**config.mk**
```make
export PLATFORM = sky130hd
export DESIGN_NAME = acc_multichannel
export DESIGN_NICKNAME = d
export VERILOG_FILES = /design/src/rtl/acc_multichannel.sv
export SDC_FILE = /design/constraint.sdc
export NUM_CORES = 1
export LEC_CHECK = 0
export CAP_MARGIN = 20
export CORE_MARGIN = 2
export CORE_UTILIZATION = 25
export CTS_CLUSTER_SIZE = 40
export DETAILED_ROUTE_END_ITERATION = 7
export GPL_ROUTABILITY_DRIVEN = 0
export SYNTH_ARGS = -nofsm -noshare
export SYNTH_HDL_FRONTEND = slang
export SYNTH_SLANG_ARGS = --single-unit
```
**constraint.sdc**
```tcl
create_clock -name clk -period 4.5 [get_ports clk]
set_clock_uncertainty 0.1 [all_clocks]
set_input_delay 1.35 -clock clk [delete_from_list [all_inputs] [get_ports clk]]
set_output_delay 1.35 -clock clk [all_outputs]
set_load 0.05 [all_outputs]
```
**src/rtl/acc_multichannel.sv**
```systemverilog
// acc_multichannel: interleaved multi-channel signed accumulator with flush and 2-entry output FIFO
// Ports:
//   clk, aclr (async, active-low)          clock and reset
//   cfg_count                              samples per result (0 -> 1, >MAX_COUNT -> MAX_COUNT)
//   flush                                  pulse: emit every non-empty partial sum
//   in_valid/in_rdy/in_ch/in_data          sample input handshake
//   out_valid/out_rdy/out_ch/out_cnt/out_data  result output handshake (FIFO head)
//   out_sat                                sticky saturation flag (only with ACC_MULTICHANNEL_SAT_EN)
//   busy                                   flush sequencer active
// Build option: define ACC_MULTICHANNEL_SAT_EN for saturating adds and the out_sat port.
module acc_multichannel #(
  parameter int DATA_W    = 32,
  parameter int SUM_W     = 40,
  parameter int CHANNELS  = 4,
  parameter int CH_W      = 2,
  parameter int MAX_COUNT = 16,
  parameter int CNT_W     = 5
) (
  input  logic                    clk,
  input  logic                    aclr,
  input  logic [CNT_W-1:0]        cfg_count,
  input  logic                    flush,
  input  logic                    in_valid,
  output logic                    in_rdy,
  input  logic [CH_W-1:0]         in_ch,
  input  logic signed [DATA_W-1:0] in_data,
  output logic                    out_valid,
  input  logic                    out_rdy,
  output logic [CH_W-1:0]         out_ch,
  output logic [CNT_W-1:0]        out_cnt,
`ifdef ACC_MULTICHANNEL_SAT_EN
  output logic                    out_sat,
`endif
  output logic signed [SUM_W-1:0] out_data,
  output logic                    busy
);
  typedef enum logic [1:0] {IDLE, SCAN, DONE} state_t;
  state_t state, state_nx;
  logic [CH_W-1:0] idx, idx_nx;
  logic signed [SUM_W-1:0] sum [CHANNELS];
  logic [CNT_W-1:0] cnt [CHANNELS];
  logic [CH_W-1:0] f_ch [2];
  logic [CNT_W-1:0] f_cnt [2];
  logic signed [SUM_W-1:0] f_sum [2];
  logic rd_ptr, wr_ptr;
  logic [1:0] fill;
  logic [CNT_W-1:0] eff, acc_cnt, push_cnt;
  logic [CH_W-1:0] push_ch;
  logic signed [SUM_W-1:0] ext, base, acc_sum, push_sum;
  logic acc, done_acc, scan_push, push, pop, last;
`ifdef ACC_MULTICHANNEL_SAT_EN
  logic sat [CHANNELS];
  logic f_sat [2];
  logic [SUM_W:0] wide;
  logic ovf, acc_sat, push_sat;
`endif

  assign eff = (cfg_count == '0) ? CNT_W'(1)
             : (32'(cfg_count) > MAX_COUNT) ? CNT_W'(MAX_COUNT) : cfg_count;
  assign in_rdy = aclr & (state == IDLE) & (fill != 2'd2);
  // Out-of-range channels are handshaken but never touch channel state.
  assign acc = in_valid & in_rdy & (32'(in_ch) < CHANNELS);
  assign ext = SUM_W'(in_data);
  // A channel with cnt==0 restarts, so its stale sum is ignored.
  assign base = (cnt[in_ch] == '0) ? '0 : sum[in_ch];
  assign acc_cnt = cnt[in_ch] + CNT_W'(1);
  // ">=" so a channel already past a lowered cfg_count completes on its next sample.
  assign done_acc = acc & (acc_cnt >= eff);
  assign last = (32'(idx) == CHANNELS - 1);
  assign scan_push = (state == SCAN) & (cnt[idx] != '0) & (fill != 2'd2);
  // Scan pushes only happen outside IDLE, when no sample can be accepted: at most one push per cycle.
  assign push = done_acc | scan_push;
  assign push_ch = scan_push ? idx : in_ch;
  assign push_cnt = scan_push ? cnt[idx] : acc_cnt;
  assign push_sum = scan_push ? sum[idx] : acc_sum;
  assign out_valid = fill != 2'd0;
  assign pop = out_valid & out_rdy;
  assign out_ch = f_ch[rd_ptr];
  assign out_cnt = f_cnt[rd_ptr];
  assign out_data = f_sum[rd_ptr];
  assign busy = state != IDLE;

`ifdef ACC_MULTICHANNEL_SAT_EN
  // One guard bit detects signed overflow; clamp toward the sign of the true result.
  assign wide = {base[SUM_W-1], base} + {ext[SUM_W-1], ext};
  assign ovf = wide[SUM_W] ^ wide[SUM_W-1];
  assign acc_sum = !ovf ? wide[SUM_W-1:0]
                 : wide[SUM_W] ? {1'b1, {(SUM_W-1){1'b0}}} : {1'b0, {(SUM_W-1){1'b1}}};
  assign acc_sat = ((cnt[in_ch] != '0) & sat[in_ch]) | ovf;
  assign push_sat = scan_push ? sat[idx] : acc_sat;
  assign out_sat = f_sat[rd_ptr];
`else
  assign acc_sum = base + ext;
`endif

  always_comb begin
    state_nx = state;
    idx_nx = idx;
    case (state)
      IDLE: if (flush) begin
        state_nx = SCAN;
        idx_nx = '0;
      end
      // Empty channels are skipped; a non-empty one waits for FIFO room.
      SCAN: if ((cnt[idx] == '0) || (fill != 2'd2)) begin
        idx_nx = idx + CH_W'(1);
        state_nx = last ? DONE : SCAN;
      end
      DONE: state_nx = IDLE;
      default: state_nx = IDLE;
    endcase
  end

  always_ff @(posedge clk or negedge aclr) begin
    if (!aclr) begin
      state <= IDLE;
      idx <= '0;
      for (int i = 0; i < CHANNELS; i++) begin
        sum[i] <= '0;
        cnt[i] <= '0;
`ifdef ACC_MULTICHANNEL_SAT_EN
        sat[i] <= 1'b0;
`endif
      end
      for (int i = 0; i < 2; i++) begin
        f_ch[i] <= '0;
        f_cnt[i] <= '0;
        f_sum[i] <= '0;
`ifdef ACC_MULTICHANNEL_SAT_EN
        f_sat[i] <= 1'b0;
`endif
      end
      rd_ptr <= 1'b0;
      wr_ptr <= 1'b0;
      fill <= '0;
    end else begin
      state <= state_nx;
      idx <= idx_nx;
      if (acc) begin
        sum[in_ch] <= acc_sum;
        cnt[in_ch] <= done_acc ? '0 : acc_cnt;
`ifdef ACC_MULTICHANNEL_SAT_EN
        sat[in_ch] <= acc_sat;
`endif
      end
      if (scan_push) cnt[idx] <= '0;
      if (push) begin
        f_ch[wr_ptr] <= push_ch;
        f_cnt[wr_ptr] <= push_cnt;
        f_sum[wr_ptr] <= push_sum;
`ifdef ACC_MULTICHANNEL_SAT_EN
        f_sat[wr_ptr] <= push_sat;
`endif
        wr_ptr <= ~wr_ptr;
      end
      if (pop) rd_ptr <= ~rd_ptr;
      fill <= fill + 2'(push) - 2'(pop);
    end
  end
endmodule

```
## Yosys cells after proc, flatten, opt, wreduce, memory -nomap -nowiden

Index checks and enable logic that the tools add are counted.

| storage, ports and cells | value |
|---|---|
| flip-flop bits (word level) | 282 |
| output and inout port bits | 50 |

| cells by class | value |
|---|---|
| $add $sub $neg | 5 |
| $lt $le $gt $ge | 9 |
| equal/unequal tests | 5 |
| mux-type cells | 54 |
| bitwise gates (word level) | 16 |
| reduce and logical (&&, ||, !) cells | 14 |

Operators with widths:

| kind | number |
|---|---|
| 40-bit 2-to-1 mux | 11 |
| 40-bit binary-select mux with 2-bit select | 2 |
| 160-bit bitwise mux | 1 |
| 80-bit bitwise mux | 1 |
| 40-bit demux with 2-bit select | 1 |
| 5-bit 2-to-1 mux | 14 |
| 40-bit by 32-bit adder with 40-bit output | 1 |
| 40-bit demux with 1-bit select | 1 |
| 20-bit 2-to-1 mux | 2 |
| 20-bit bitwise AND | 1 |
| 5-bit binary-select mux with 2-bit select | 2 |
| 20-bit bitwise mux | 1 |
| 5-bit demux with 2-bit select | 2 |
| 2-bit 2-to-1 mux | 10 |
| 20-bit inverter | 1 |
| 5-bit logical NOT | 3 |
| 10-bit bitwise mux | 1 |
| 2-bit case mux with 2 select lines | 2 |
| 1-bit bitwise AND | 7 |
| 3-bit >= comparator, second input constant | 2 |
| 3-bit by 1-bit < comparator with 1-bit output, second input constant | 2 |
| 2-bit inverter with 3-bit output | 2 |
| 2-bit nonzero test | 3 |
| 5-bit by 1-bit adder with 5-bit output, second input constant | 1 |
| 23 further kinds | 29 |

## Depth between registers and ports, before layout

| logic depth | value |
|---|---|
| depth in word-level cells | 12 |
| mapped depth | 20 |
| gate-level depth less buffers | 16 |

## Least setup slack after synthesis

Ideal clock, no wire load.

| timing path | value |
|---|---|
| path type | input-to-reg |
| from | input in_ch[0] |
| to | register f_sum[76] (netlist bit) |
| library setup time | 0.125 ns |
| arrival | 5.784 ns |
| required time | 4.275 ns |
| path slack | -1.509 ns |
| stages | 19 |
| buffers on the path | 3 |
| path through | buf_2 buf_1 mux4_2 inv_1 ha_1 nor4b_2 clkbuf_1 nor2b_1 ha_1 fa_1 a21o_1 a221o_1 a21oi_2 nor3_2 o21ai_4 a211oi_2 or3_1 a32o_2 mux2_4 |

| between the ends | value |
|---|---|
| word-level cells in the longest chain between the ends | 9 |
| elaborated cells between the ends (all ways) | 16 |
| those cells by class | add/sub: 2; order compare: 1; mux: 9; bitwise: 3; reduce/logical: 1 |

Ends and longest elaborated chain:

| item | line | RTL |
|---|---|---|
| from (decl) | 25 | `input logic [CH_W-1:0] in_ch,` |
| 2-bit inverter with 3-bit output (implied by the code) * | 65, 66 |  |
| 5-bit binary-select mux with 2-bit select | 65, 66 |  |
| 5-bit 2-to-1 mux (implied by the code) (2 in series) | 65, 66 |  |
| 5-bit logical NOT | 65 | `assign base = (cnt[in_ch] == '0) ? '0 : sum[in_ch];` |
| 40-bit 2-to-1 mux | 65 |  |
| 40-bit by 32-bit adder with 40-bit output | 93 | `assign acc_sum = base + ext;` |
| 40-bit 2-to-1 mux | 75 | `assign push_sum = scan_push ? sum[idx] : acc_sum;` |
| 80-bit bitwise mux | 150 | `f_sum[wr_ptr] <= push_sum;` |
| to (signal, indexed assignment) | 150 |  |
| to (decl) | 44 | `logic signed [SUM_W-1:0] f_sum [2];` |

Every way passes the cells marked *; elsewhere a longest branch is shown, timed or not. The select of a mux whose other input is x is not followed.
A chain may end at the register's enable or synchronous reset.

## Worst setup path in the final report

Same ends and word-level chain as after synthesis.

==> flow_summary_export.csv <==
group,metric,value,unit
route,drt_wl_total,54500,microns
critical_path,arrival,5.26,ns
critical_path,cpMaxStageDelayCell,"mux4_2",
power,power,16.9,mW
synth,synth_top_cell_area_share,42.6,%
critical_path,r2r_setup_slack,0.10,ns
floorplan,start_util,25.2,%
critical_path,cp_max_fo,8,
sta,slew_viol_final,0,
grt,grt_overflow_total,0,
sta,period_needed,4.92,ns
route,drtIter0Drc,997,
run,maxCapViolations,0,
sta,layout_setup_ws,-0.421,ns
place,hpwl,36400,microns
run_status,violations,"negative setup slack",
synth,synth_edf_count,0,
route,vias,14200,
critical_path,critPathRequiredTime,4.83,ns
synth,ys.flop_type,"dfrtp_1",
critical_path,critPathCaptureType,"register",
route,drc,0,
synth,synth_async_sr_flop_share,100,%
floorplan,rows,94,
synth,syn_avg_cell_area,9.90,sq um
grt,grt_pass1_wl,83600,microns
synth,synthCells,1674,
sta,period_share,109,%
floorplan,die_area,0.0684,sq mm
route,firstDrtPassIters,5,
power,vdd_ir_drop_max,0.417,mV
floorplan,die_h,262,microns
route,wl_per_cell,19.0,microns
synth,synth_area,0.0166,sq mm
synth,ys.warnings.count,0,
grt,antenna_found_initial,0,
critical_path,critical_path_class,"input port to register",
critical_path,path_cells,"buf_12, mux4_2, inv_2, ha_4, nor4b_4, buf_6, buf_12, buf_12, buf_16, nor2b_4, ha_4, and3_4, a221o_1, a21oi_4, nor3_4, o21ai_4, a211oi_2, or3_4, a32o_2, mux2_4",
sta,worst_slew_pin_slew,0.903,ns
power,power_leakage,10.3,nW
sta,hold_violations,0,
route,vias_per_cell,4.94,
clock_tree,clk_pin_slew,0.06,ns
critical_path,r2r-start,"cnt[0]$_DFF_PN0_",
clock_tree,max-clock-path-buffers,3,
floorplan,ios,94,
run_status,status,"complete, but fails checks",
clock_tree,cts_tree,"built",
place,dp_cells,2745,
finish,stdcell_count,2866,
finish,drive_gt1_share,34.7,%
critical_path,crit_end,"f_sum[76]$_DFFE_PN0P_",
critical_path,r2r_cells,19,
sta,rsz0062_at_grt,"yes",
critical_path,slowest_delay,0.52,ns
critical_path,critical_path.startpoint,"in_ch[0]",
clock_tree,clk_latency,0.55,ns
min_path,hold_path_class,"register to register",
synth,synth_top_cell_by_area,"dfrtp_1",
clock_tree,cts_made_buffers,36,
sta,fin_tns_setup,-27.99,ns
floorplan,die_w,262,microns
sta,setup-violations-final,129,
clock_tree,hold_buffers,0,
synth,synth.distinct_cells,81,
critical_path,reg2reg_to,"f_sum[76]$_DFFE_PN0P_",
place,port_buffers,93,
clock_tree,root_buffer,"clkbuf_16",
floorplan,coreArea,0.0657,sq mm
critical_path,crit_path_start_kind,"input port",
clock_tree,numClockSinks,282,
sta,fmax,0.203,GHz
critical_path,cpMostUsedCell,"buf_12",
synth,yosys-top-cells-area,"dfrtp_1 43%, mux4_2 12%, nand2_1 10%",
grt,grt_pass1_vias,14500,
finish,area_delta_synth_final,38.0,%
sta,maxSlewHeadroom,39.8,%
power,p_per_area,739,mW/mm^2
clock_tree,cts-htree-levels,2,
route,ant_nets,0,
synth,synthesis.nets,1771,
synth,ys_ff_latch,282,
grt,grt_max_degree,71,
finish,nets,2074,
grt,track_usage,15.8,%
synth,seq_area_frac_synth,42.6,%
-- where the power goes --
part | switching [mW] | internal, mW | total [mW]
sequential | 0.743 | 3.55 | 4.30
combinational | 5.18 | 4.46 | 9.64
clock | 1.15 | 1.82 | 2.97
-- metrics by stage --
stage / utilization, % / area [sq um] / hold WS [ns] / setup slack (ns)
after floorplan: - / 16700 / 0.340 / -0.970
after global placement: 30.5 / 20000 / 0.355 / -1.22
after detailed placement: 30.5 / 20000 / 0.358 / -1.24
after CTS: 33.9 / 22300 / 0.373 / -0.340
after global routing: 34.8 / 22900 / 0.395 / -0.502
final: 34.8 / 22900 / 0.369 / -0.421
-- layout by cell type, fill, tap and decap left out, drive strengths merged, types with 10 or more instances in the layout --
| master | count |
|---|---|
| nor2b | 42 |
| clkinv | 10 |
| nand3 | 20 |
| dfrtp | 282 |
| mux2 | 86 |
| o21ai | 153 |
| a21oi | 68 |
| mux2i | 24 |
| inv | 18 |
| mux4 | 90 |
| buf | 282 |
| nand4 | 11 |
| clkdlybuf4s50 | 89 |
| nor2 | 79 |
| xnor2 | 28 |
| ha | 52 |
| a21o | 18 |
| and2 | 15 |
| nor3 | 15 |
| nand2 | 451 |
| clkbuf | 47 |
| xor2 | 13 |
| a31oi | 13 |
-- cell usage after synthesis, types with 24 or more instances --
cell / instances
dfrtp_1: 282
nor2_1: 77
xnor2_1: 27
nor2b_1: 42
ha_1: 52
mux4_2: 90
a21oi_1: 65
o21ai_0: 140
nand2_1: 449
clkbuf_1: 61
mux2_2: 84
mux2i_1: 24
-- state kept, by name (all words and copies together), names as in the netlist --
signal and cells:
f_sum 80, sum 160, f_ch 4, cnt 20, fill 2, wr_ptr 1, rd_ptr 1, state 2
f_cnt 10, idx 2
-- metal layers --
layer	GRT usage, %	wire length [microns]	up-vias
met5	0	0	-
met4	4.50	1360	0
met3	4.02	3860	82
met2	26.2	26100	457
met1	20.4	23200	7113
li1	-	-	6502
-- worst min path at each step --
stage | startpoint | to | slack [ns] | cells past startpoint
2_1_floorplan | f_sum[23]$_DFFE_PN0P_ | f_sum[23]$_DFFE_PN0P_ | 0.34 | 2
3_3_place_gp | f_sum[11]$_DFFE_PN0P_ | f_sum[11]$_DFFE_PN0P_ | 0.35 | 2
3_5_place_dp | f_sum[51]$_DFFE_PN0P_ | f_sum[51]$_DFFE_PN0P_ | 0.36 | 2
4_1_cts | f_sum[51]$_DFFE_PN0P_ | f_sum[51]$_DFFE_PN0P_ | 0.37 | 2
5_1_grt | f_cnt[7]$_DFFE_PN0P_ | f_cnt[7]$_DFFE_PN0P_ | 0.39 | 2
6_report | f_sum[51]$_DFFE_PN0P_ | f_sum[51]$_DFFE_PN0P_ | 0.37 | 2
-- critical path, delay by kind of cell --
kind / cells / cell delay [ns]
compound gates: 5 / 1.22
simple gates: 5 / 0.84
mux: 2 / 0.77
buf+inv: 6 / 0.69
fa+ha+maj: 2 / 0.36
-- layout make-up --
class | count | area (sq um)
Antenna cell | 1 | 2.50
Clock buffer | 46 | 1010
Clock inverter | 16 | 198
Fill cell | 6442 | 42900
Inverter | 17 | 63.8
Multi-Input combinational cell | 1268 | 10100
Sequential cell | 282 | 7060
Tap cell | 864 | 1080
Timing Repair Buffer | 372 | 3420
-- kinds of logic (layout without fill, tap and decap cells) --
kind of cell,count (synthesis),in the layout,synth area share [%]
and+or+nand+nor,665,665,17.1
AOI/OAI and AO/OA,309,309,11.2
DFF,282,282,42.6
muxes,200,200,19.6
buffers and inverters,124,451,3.20
adders and majority gates,53,53,4.05
xor gates and xnor gates,41,41,2.26
other,0,1,0
-- timing repair --
action                     CTS  global route
gates cloned                 3             1
gates resized for setup    170            98
pin swaps                   62            49
setup buffers               38            21
setup endpoints to repair  162           169
Note: power is estimated with default switching activity, not from simulation.
